<file path="config.mk">
export PLATFORM = sky130hd
export DESIGN_NAME = muldiv_ctrl
export DESIGN_NICKNAME = d
export VERILOG_FILES = /design/src/rtl/muldiv_pkg.sv /design/src/rtl/div_radix2.sv /design/src/rtl/muldiv_ctrl.sv
export SDC_FILE = /design/constraint.sdc
export NUM_CORES = 2
export LEC_CHECK = 0
export ABC_CLOCK_PERIOD_IN_PS = 8700
export CAP_MARGIN = 25
export CORE_UTILIZATION = 30
export CTS_CLUSTER_SIZE = 16
export DETAILED_ROUTE_END_ITERATION = 12
export PLACE_DENSITY = 0.44
export SETUP_SLACK_MARGIN = 0.02
export SLEW_MARGIN = 25
export SYNTH_ARGS = -nofsm -noshare
export SYNTH_HDL_FRONTEND = slang
export SYNTH_HIERARCHICAL = 1
export SYNTH_SLANG_ARGS = --single-unit
</file>
<file path="constraint.sdc">
create_clock -name clk -period 8.7 [get_ports clk]
set_input_delay 1.74 -clock clk [delete_from_list [all_inputs] [get_ports clk]]
set_output_delay 1.74 -clock clk [all_outputs]
set_load 0.03 [all_outputs]
</file>
<file path="src/rtl/muldiv_pkg.sv">
// Shared definitions for the HI/LO multiply/divide sequencer.
// Op codes, FSM state encoding, iteration default and HI/LO write-enable bits.
package muldiv_pkg;

  localparam logic [2:0] OP_MULT  = 3'd0;
  localparam logic [2:0] OP_MULTU = 3'd1;
  localparam logic [2:0] OP_DIV   = 3'd2;
  localparam logic [2:0] OP_DIVU  = 3'd3;
  localparam logic [2:0] OP_MTHI  = 3'd4;
  localparam logic [2:0] OP_MTLO  = 3'd5;

  localparam int DIV_ITERS_DEF = 32;

  localparam int HILO_WE_HI = 1;
  localparam int HILO_WE_LO = 0;

  typedef enum logic [2:0] {
    S_IDLE = 3'd0,
    S_MUL  = 3'd1,
    S_DIV  = 3'd2,
    S_DONE = 3'd3,
    S_MTW  = 3'd4
  } state_t;

  // Multi-cycle ops that hold the pipeline
  function automatic logic is_long_op(input logic [2:0] op);
    return (op == OP_MULT) || (op == OP_MULTU) || (op == OP_DIV) || (op == OP_DIVU);
  endfunction

  function automatic logic is_div_op(input logic [2:0] op);
    return (op == OP_DIV) || (op == OP_DIVU);
  endfunction

  function automatic logic is_signed_op(input logic [2:0] op);
    return (op == OP_MULT) || (op == OP_DIV);
  endfunction

endpackage

</file>
<file path="src/rtl/div_radix2.sv">
// Restoring radix-2 divider datapath: one quotient bit per step.
// Operates on magnitudes; sign handling lives in the controller.
module div_radix2 (
  input  logic        clk,
  input  logic        rst_n,
  input  logic        start,
  input  logic        step,
  input  logic [31:0] dividend,
  input  logic [31:0] divisor,
  output logic [31:0] quotient,
  output logic [31:0] remainder
);

  logic [31:0] q_r, r_r, d_r;
  logic [32:0] trial;
  logic        ge;
  logic [31:0] diff;

  // Shift the next dividend bit into the partial remainder and trial-subtract.
  // When ge holds, the difference is below the divisor and fits in 32 bits.
  assign trial = {r_r, q_r[31]};
  assign ge    = trial >= {1'b0, d_r};
  assign diff  = trial[31:0] - d_r;

  assign quotient  = q_r;
  assign remainder = r_r;

  // Load on start; each step restores or keeps the difference and shifts in a quotient bit
  always_ff @(posedge clk or negedge rst_n) begin
    if (!rst_n) begin
      q_r <= '0;
      r_r <= '0;
      d_r <= '0;
    end else if (start) begin
      q_r <= dividend;
      r_r <= '0;
      d_r <= divisor;
    end else if (step) begin
      r_r <= ge ? diff : trial[31:0];
      q_r <= {q_r[30:0], ge};
    end
  end

endmodule

</file>
<file path="src/rtl/muldiv_ctrl.sv">
// HI/LO multiply/divide sequencer for the EX stage.
// Build option: MULDIV_DIV0_FAST_EN finishes divide-by-zero in one cycle
// with the same written values the full iteration would produce.
module muldiv_ctrl
  import muldiv_pkg::*;
#(
  parameter int DIV_ITERS = DIV_ITERS_DEF
) (
  input  logic        clk,
  input  logic        resetn,
  input  logic        op_valid_i,
  input  logic [2:0]  op_i,
  input  logic [31:0] src_a_i,
  input  logic [31:0] src_b_i,
  input  logic        flush_i,
  output logic        stall_o,
  output logic        busy_o,
  output logic [1:0]  hilo_we_o,
  output logic [31:0] hi_wdata_o,
  output logic [31:0] lo_wdata_o
);

  localparam int CNT_W = $clog2(DIV_ITERS + 1);

  state_t             state;
  logic [2:0]         op_q;
  logic [31:0]        a_q;
  logic               sa_q, sb_q, sgn_q, div0_q;
  logic [63:0]        prod_q;
  logic [CNT_W-1:0]   cnt;

  logic               sgn_i, accept, div_fast;
  logic [31:0]        a_abs_i, b_abs_i, a_abs_q;
  logic [63:0]        mul_a, mul_b, mul_p;
  logic [31:0]        div_q, div_r, q_raw, r_raw, quo, rem;

  // MTW behaves like IDLE for acceptance so back-to-back MT*/long ops flow
  assign accept = ((state == S_IDLE) || (state == S_MTW)) && op_valid_i && !flush_i &&
                  (is_long_op(op_i) || (op_i == OP_MTHI) || (op_i == OP_MTLO));
  assign sgn_i  = is_signed_op(op_i);

  assign a_abs_i = (sgn_i && src_a_i[31]) ? -src_a_i : src_a_i;
  assign b_abs_i = (sgn_i && src_b_i[31]) ? -src_b_i : src_b_i;

  // Sign/zero extend to 64 bits; the low 64 bits of the product are the same either way
  assign mul_a = {{32{sgn_i & src_a_i[31]}}, src_a_i};
  assign mul_b = {{32{sgn_i & src_b_i[31]}}, src_b_i};
  assign mul_p = mul_a * mul_b;

`ifdef MULDIV_DIV0_FAST_EN
  assign div_fast = (src_b_i == '0);
`else
  assign div_fast = 1'b0;
`endif

  div_radix2 u_div (
    .clk       (clk),
    .rst_n     (resetn),
    .start     (accept && is_div_op(op_i)),
    .step      (state == S_DIV),
    .dividend  (a_abs_i),
    .divisor   (b_abs_i),
    .quotient  (div_q),
    .remainder (div_r)
  );

  // Fast divide-by-zero substitutes what the full iteration would have produced
  assign a_abs_q = (sgn_q && sa_q) ? -a_q : a_q;
  assign q_raw   = div0_q ? '1 : div_q;
  assign r_raw   = div0_q ? a_abs_q : div_r;
  assign quo     = (sgn_q && (sa_q ^ sb_q)) ? -q_raw : q_raw;
  assign rem     = (sgn_q && sa_q) ? -r_raw : r_raw;

  // Sequencer: operand latch, product register, iteration count
  always_ff @(posedge clk or negedge resetn) begin
    if (!resetn) begin
      state  <= S_IDLE;
      op_q   <= '0;
      a_q    <= '0;
      sa_q   <= 1'b0;
      sb_q   <= 1'b0;
      sgn_q  <= 1'b0;
      div0_q <= 1'b0;
      prod_q <= '0;
      cnt    <= '0;
    end else if (flush_i) begin
      state <= S_IDLE;
      cnt   <= '0;
    end else begin
      case (state)
        S_IDLE, S_MTW: begin
          if (accept) begin
            op_q   <= op_i;
            a_q    <= src_a_i;
            sa_q   <= src_a_i[31];
            sb_q   <= src_b_i[31];
            sgn_q  <= sgn_i;
            div0_q <= is_div_op(op_i) && div_fast;
            cnt    <= '0;
            if (is_div_op(op_i))
              state <= div_fast ? S_DONE : S_DIV;
            else if (is_long_op(op_i)) begin
              state  <= S_MUL;
              prod_q <= mul_p;
            end else
              state <= S_MTW;
          end else begin
            state <= S_IDLE;
          end
        end
        S_MUL: state <= S_DONE;
        S_DIV: begin
          if (cnt == CNT_W'(DIV_ITERS - 1)) begin
            state <= S_DONE;
            cnt   <= '0;
          end else begin
            cnt <= cnt + 1'b1;
          end
        end
        S_DONE:  state <= S_IDLE;
        default: state <= S_IDLE;
      endcase
    end
  end

  // Write port decode from registered state; flush kills the write
  always_comb begin
    hilo_we_o  = '0;
    hi_wdata_o = '0;
    lo_wdata_o = '0;
    case (state)
      S_DONE: begin
        hilo_we_o = 2'b11;
        if (is_div_op(op_q)) begin
          hi_wdata_o = rem;
          lo_wdata_o = quo;
        end else begin
          hi_wdata_o = prod_q[63:32];
          lo_wdata_o = prod_q[31:0];
        end
      end
      S_MTW: begin
        if (op_q == OP_MTHI) begin
          hilo_we_o[HILO_WE_HI] = 1'b1;
          hi_wdata_o            = a_q;
        end else begin
          hilo_we_o[HILO_WE_LO] = 1'b1;
          lo_wdata_o            = a_q;
        end
      end
      default: ;
    endcase
    if (flush_i) hilo_we_o = '0;
  end

  // Hold the pipeline from acceptance of a long op until its last busy cycle
  assign stall_o = !flush_i && ((accept && is_long_op(op_i)) || (state == S_MUL) || (state == S_DIV));
  assign busy_o  = (state != S_IDLE);

endmodule

</file>
* After elaboration in Yosys (flattened, before gate mapping)
Index checks and enable logic that the tools add are counted.
** Word-level totals
- Input port bits :: 71
- Output and inout bits :: 68
- Logic and storage cells :: 99
- Register bits :: 207
** Cells by class
- Magnitude comparators :: 1
- Reductions and logical operators :: 31
- Multiply operators :: 1
- Muxes and demuxes :: 29
- Add/sub/neg operators :: 6
- Bitwise operators :: 5
- Equal/unequal tests :: 15
** Operator list (number)
- two-way mux 32 bit :: 13
- negation 32 bit :: 4
- case mux 32 bit (2 select lines) :: 2
- multiplier 33 x 33 -> 64 bit :: 1
- greater-or-equal comparator 33 x 32 -> 1 bit :: 1
- subtractor 32 bit :: 1
- == test 3 x 2 -> 1 bit (second input constant) :: 6
- two-way mux 6 bit :: 3
- two-way mux 3 bit :: 5
- == test 3 bit (second input constant) :: 4
- case mux 6 bit (2 select lines) :: 1
- logical OR 1 bit :: 11
- logical AND 1 bit :: 10
- case mux 3 bit (3 select lines) :: 1
- adder 6 x 1 -> 6 bit (second input constant) :: 1
- == test 3 x 1 -> 1 bit (second input constant) :: 2
- == test 6 x 5 -> 1 bit (second input constant) :: 1
- zero test 3 bit :: 2
- != test 3 bit (second input constant) :: 2
- nonzero test 3 bit :: 2
- AND reduction 5 bit :: 1
- case mux 2 bit (2 select lines) :: 1
- AND reduction 3 bit :: 1
- bitwise AND 1 bit :: 2
- 8 further kinds :: 10

* Depth between registers and ports, before layout
- Depth in word-level cells :: 11
- Mapped depth :: 32
- Gate-level depth less buffers :: 29

* Modules after synthesis
Netlist, hierarchy kept.
** Modules (own cells, without submodules)
- muldiv_ctrl :: cells an instance 5328, sequential area each 2752.6 um^2, area each 45919.0 um^2, instances 1
- div_radix2 :: cells an instance 699, sequential area each 2402.3 um^2, area each 6127.1 um^2, instances 1

* Worst setup path after synthesis
No wires, ideal clock.
- Kind :: input -> register
- Start :: input op_i[2]
- End :: register prod_q[60]
- Setup slack :: -0.573 ns
- Arrival time :: 9.181 ns
- Cell stages on the path :: 29
- Cells stage by stage :: nor2_1 > and2_1 > clkbuf_1 > clkbuf_1 > nand2_1 > inv_1 > fa_1 > fa_1 > fa_1 > inv_1 > fa_1 > inv_1 > fa_1 > inv_1 > fa_1 > fa_1 > fa_1 > inv_1 > ha_1 > clkbuf_1 > a21o_1 > a211oi_1 > a31oi_1 > a41oi_1 > o211ai_1 > a221oi_2 > o211ai_1 > and3_1 > o31ai_2
** Between the ends
- Cells in the longest elaborated chain, start to end :: 8
- Elaborated cells between the ends (all ways) :: 19
- Classes of those cells :: 1 x mul; 5 x eq/ne; 3 x bitwise; 10 x reduce/logical
** RTL lines
- start, declared :: line muldiv_ctrl.sv:12 : input logic [2:0] op_i,
- branches (longest 8 deep; another with multiplier 33 x 33 -> 64 bit)
- end signal, assigned :: line muldiv_ctrl.sv:104 : prod_q <= mul_p;
- end, declared :: line muldiv_ctrl.sv:29 : logic [63:0] prod_q;
Parallel ways; which one is timed is not known.
A chain may end at the register's enable or synchronous reset.

* Worst setup path after layout
- Start :: input src_a_i[10]
- End :: register prod_q[60]
** Between the ends
- Cells in the longest elaborated chain, start to end :: 1
** RTL lines
- start, declared :: line muldiv_ctrl.sv:13 : input logic [31:0] src_a_i,
- multiplier 33 x 33 -> 64 bit :: line muldiv_ctrl.sv:48 : assign mul_p = mul_a * mul_b;
No other way between the ends.

==> report_table.html <==
<table>
<tr><th>Metric</th><th>Value</th></tr>
<tr><th colspan="2">GRT</th></tr>
<tr><td>Antenna violations before repair</td><td>17</td></tr>
<tr><td>Grt met3 use</td><td>1.24%</td></tr>
<tr><td>Global router's overall resource usage</td><td>21.8%</td></tr>
<tr><td>Congestion Overflow GR</td><td>0</td></tr>
<tr><td>Met1 GRT Util</td><td>29.9%</td></tr>
<tr><td>Global-route wire length before repair</td><td>288000 µm</td></tr>
<tr><td>GRT Max-Usage Layer</td><td>met2</td></tr>
<tr><td>Largest net degree at the start of global routing</td><td>100</td></tr>
<tr><td>Via count of the first global-routing pass</td><td>44.5k</td></tr>
<tr><td>Met2 Usage GRT</td><td>37.7%</td></tr>
<tr><th colspan="2">Clock tree</th></tr>
<tr><td>Count of hold buffers inserted by post-cts repair</td><td>0</td></tr>
<tr><td>Number of buffers created by CTS</td><td>28</td></tr>
<tr><td>Max clock buf depth</td><td>3</td></tr>
<tr><td>CTS Sinks</td><td>206</td></tr>
<tr><td>Clock edge transition at the registers on the reported setup and hold paths</td><td>0.06 ns</td></tr>
<tr><td>Clock latency on the worst-skew pair</td><td>0.57 ns</td></tr>
<tr><td>Clock H-tree levels</td><td>1</td></tr>
<tr><td>Cell at the root of the clock tree</td><td>sky130_fd_sc_hd__clkbuf_16</td></tr>
<tr><td>Clock tree from TritonCTS</td><td>done</td></tr>
<tr><th colspan="2">Detailed routing</th></tr>
<tr><td>Via count of the routed design</td><td>41.5k</td></tr>
<tr><td>Drt first pass iters</td><td>7</td></tr>
<tr><td>DR iter-0 viols</td><td>2441</td></tr>
<tr><td>Total routed wirelength</td><td>189000 µm</td></tr>
<tr><td>Remaining number of nets flagged by the antenna check after routing</td><td>0</td></tr>
<tr><td>DRC violation count after routing</td><td>0</td></tr>
<tr><td>Routed wirelength normalized by instance count</td><td>21.5 µm</td></tr>
<tr><td>Avg Vias per Cell</td><td>4.73</td></tr>
<tr><th colspan="2">Synth</th></tr>
<tr><td>Share of flip-flops with an asynchronous set or reset</td><td>100%</td></tr>
<tr><td>Number of nets produced by synthesis</td><td>7473</td></tr>
<tr><td>Synthesized instance count</td><td>6027</td></tr>
<tr><td>Syn avg cell area</td><td>8.64 µm²</td></tr>
<tr><td>Cell area after synthesis</td><td>52000 µm²</td></tr>
<tr><td>Number of flops mapped to enable cells by yosys</td><td>0</td></tr>
<tr><td>Seq/Total Area, Yosys</td><td>9.90%</td></tr>
<tr><td>Synth top area share</td><td>43.3%</td></tr>
<tr><td>Largest cells by area after synthesis</td><td>sky130_fd_sc_hd__fa_1 (43%), sky130_fd_sc_hd__dfrtp_1 (9.9%), sky130_fd_sc_hd__inv_1 (8.5%), sky130_fd_sc_hd__nand2_1 (8.4%), sky130_fd_sc_hd__ha_1 (6.0%)</td></tr>
<tr><td>Total of flip-flops plus latches after synthesis</td><td>206</td></tr>
<tr><td>Cell type contributing the most total cell area after synthesis</td><td>sky130_fd_sc_hd__fa_1</td></tr>
<tr><td>Post-synthesis cell type count</td><td>89</td></tr>
<tr><td>Main synth FF type</td><td>sky130_fd_sc_hd__dfrtp_1</td></tr>
<tr><td>Total number of yosys warnings</td><td>6</td></tr>
<tr><th colspan="2">Final layout</th></tr>
<tr><td>Most frequent standard cell in the layout excluding fill and tap cells</td><td>sky130_fd_sc_hd__inv_1</td></tr>
<tr><td>Final Non-Filler Cells</td><td>8779</td></tr>
<tr><td>Area growth from synthesis to layout</td><td>18.8%</td></tr>
<tr><td>Final Util</td><td>36.0%</td></tr>
<tr><td>NumNets Final</td><td>7883</td></tr>
<tr><td>Layout cell share with drive strength beyond 1</td><td>13.9%</td></tr>
<tr><td>Commonest cells after routing, fill and taps aside</td><td>sky130_fd_sc_hd__inv_1 (1163), sky130_fd_sc_hd__nand2_1 (1159), sky130_fd_sc_hd__fa_1 (1102), sky130_fd_sc_hd__buf_4 (554), sky130_fd_sc_hd__and2_1 (318)</td></tr>
<tr><th colspan="2">Worst setup path</th></tr>
<tr><td>CP arrival</td><td>9.07 ns</td></tr>
<tr><td>Category of the worst setup path launch point</td><td>input pin</td></tr>
<tr><td>Data required time at the worst endpoint</td><td>9.17 ns</td></tr>
<tr><td>CP max FO</td><td>11</td></tr>
<tr><td>Sort of element at the end of the critical path</td><td>flop</td></tr>
<tr><td>Worst setup path category</td><td>input pin to flop</td></tr>
<tr><th colspan="2">STA</th></tr>
<tr><td>Post-Route Skew</td><td>0.0129 ns</td></tr>
<tr><td>Ratio of final minimum period to clock period</td><td>98.8%</td></tr>
<tr><td>Maximum operating frequency</td><td>116 MHz</td></tr>
<tr><td>Final setup violating endpoints</td><td>0</td></tr>
<tr><td>Max-slew violation total from the final report</td><td>0</td></tr>
<tr><td>Relative slew slack</td><td>35.6%</td></tr>
<tr><td>Sum Neg Setup Slack</td><td>0 ns</td></tr>
<tr><td>Slew at the pin with the worst max-slew slack</td><td>0.965 ns</td></tr>
<tr><td>Fin crit period</td><td>8.59 ns</td></tr>
<tr><td>Smallest setup slack after layout</td><td>0.106 ns</td></tr>
<tr><td>RSZ-0062 raised after global routing</td><td>true</td></tr>
<tr><td>Number of hold violations in the final report</td><td>0</td></tr>
<tr><th colspan="2">Floorplanning</th></tr>
<tr><td>Floorplan core area</td><td>172000 µm²</td></tr>
<tr><td>Floorplan die width</td><td>419 µm</td></tr>
<tr><td>Area of the die</td><td>175000 µm²</td></tr>
<tr><td>Starting density of the core</td><td>30.3%</td></tr>
<tr><td>Cell Rows</td><td>152</td></tr>
<tr><td>Die height</td><td>419 µm</td></tr>
<tr><td>Ports</td><td>139</td></tr>
<tr><th colspan="2">Flow run</th></tr>
<tr><td>Number of maximum-capacitance constraint violations</td><td>0</td></tr>
<tr><th colspan="2">Status</th></tr>
<tr><td>Result of the run</td><td>finished clean</td></tr>
<tr><th colspan="2">Place</th></tr>
<tr><td>Pre-CTS setup slack</td><td>-1.23 ns</td></tr>
<tr><td>Count of input and output buffers</td><td>138</td></tr>
<tr><td>HPWL after detailed placement</td><td>160000 µm</td></tr>
<tr><td>Placed cell count</td><td>8684</td></tr>
<tr><td>Routability cong.</td><td>0.884</td></tr>
<tr><th colspan="2">Worst hold path</th></tr>
<tr><td>Type of the tightest min-delay check</td><td>flop to flop</td></tr>
</table>
layer usage:
metal	share of wire, %	wire length (µm)	vias to the layer above
met4	2.3	4290	0
li1	-	-	18900
met1	45	84900	21600
met3	3.4	6410	126
met2	49	92900	844
met5	0	0	-
kinds of logic after synthesis:
logic type | count (synthesis) | synth area share (%)
xor+xnor | 207 | 3.48
buf+inv | 1562 | 11.4
fa+ha+maj | 1375 | 49.3
flops | 206 | 9.90
mux | 61 | 1.18
compound gates | 701 | 8.13
simple gates | 1915 | 16.6
metrics by stage:
stage	instance area, µm²	hold slack, ns
global route	61800	0.489
finish	61800	0.475
CTS	61400	0.472
global placement	59900	0.455
floorplan	52100	0.433
detailed placement	59900	0.458
cell usage after synthesis, drive strengths merged, types with 12 or more instances:
cell,instances
o31ai,22
xor2,96
o21bai,25
a31oi,15
xnor2,111
inv,1183
a211oi,30
fa,1126
nor4,15
clkbuf,313
a21oi,151
dfrtp,206
o211ai,12
o41ai,13
nand2,1172
nor2,185
mux2i,58
or3,21
and2,320
and3,36
o21a,12
a21o,41
nand2b,23
o21ai,331
nand3,35
buf,66
ha,249
nor3,45
nand4,19
what timing repair did:
item                       4_1_cts  5_1_grt
setup endpoints to repair       28       25
gates resized for setup         84       87
pin swaps                       66       94
setup buffers                   13       18
gates cloned                     3        0
worst max-delay path: stages:
cell and delay (ns):
sky130_fd_sc_hd__buf_2 0.28, sky130_fd_sc_hd__buf_12 0.19, sky130_fd_sc_hd__buf_12 0.15, sky130_fd_sc_hd__nand2_1 0.08, sky130_fd_sc_hd__fa_1 0.50, sky130_fd_sc_hd__inv_1 0.06, sky130_fd_sc_hd__fa_1 0.44, sky130_fd_sc_hd__fa_1 0.50
sky130_fd_sc_hd__fa_1 0.63, sky130_fd_sc_hd__fa_1 0.48, sky130_fd_sc_hd__fa_1 0.55, sky130_fd_sc_hd__inv_1 0.05, sky130_fd_sc_hd__fa_1 0.47, sky130_fd_sc_hd__inv_1 0.05, sky130_fd_sc_hd__fa_1 0.43, sky130_fd_sc_hd__ha_1 0.33
sky130_fd_sc_hd__a21oi_2 0.20, sky130_fd_sc_hd__buf_4 0.14, sky130_fd_sc_hd__nand2_1 0.04, sky130_fd_sc_hd__a41o_1 0.30, sky130_fd_sc_hd__a31oi_1 0.23, sky130_fd_sc_hd__buf_4 0.16, sky130_fd_sc_hd__o211ai_1 0.08, sky130_fd_sc_hd__buf_4 0.17
sky130_fd_sc_hd__a221oi_4 0.26, sky130_fd_sc_hd__o211ai_1 0.15, sky130_fd_sc_hd__and3_1 0.17, sky130_fd_sc_hd__o31ai_2 0.20
path summary, 6_finish.rpt:
kind / start / end / slack [ns] / cells after the start
hold / removal: prod_q[14]$_DFFE_PN0P_ / prod_q[14]$_DFFE_PN0P_ / 0.48 / 2
hold reg to reg: prod_q[14]$_DFFE_PN0P_ / prod_q[14]$_DFFE_PN0P_ / 0.48 / 2
min in group asynchronous: resetn / u_div/remainder[27]$_DFFE_PN0P_ / 1.15 / 1
max in group asynchronous: resetn / a_q[30]$_DFFE_PN0P_ / 6.23 / 2
setup / recovery: src_a_i[10] / prod_q[60]$_DFFE_PN0P_ / 0.11 / 28
setup reg to reg: u_div/remainder[7]$_DFFE_PN0P_ / u_div/remainder[28]$_DFFE_PN0P_ / 4.98 / 11
flip-flops by register name, summed over array words and instances (netlist names):
signal	cells
u_div/remainder	32
state	3
u_div/quotient	32
prod_q	64
a_q	32
op_q	3
sgn_q	1
cnt	6
u_div/d_r	32
sb_q	1
cell type report:
class | instances | area [µm²]
multi-input cells | 4259 | 41500
well taps | 2310 | 2890
inverters | 1183 | 4450
fillers | 17900 | 110000
clock buffers | 38 | 830
diodes | 10 | 25.0
clock inverters | 14 | 179
flip-flops and latches | 206 | 5150
repair buffers | 759 | 6730
Power is left out: the tool's default activity adds up to more than one toggle a clock period on the data nets, which glitch-free logic cannot reach.
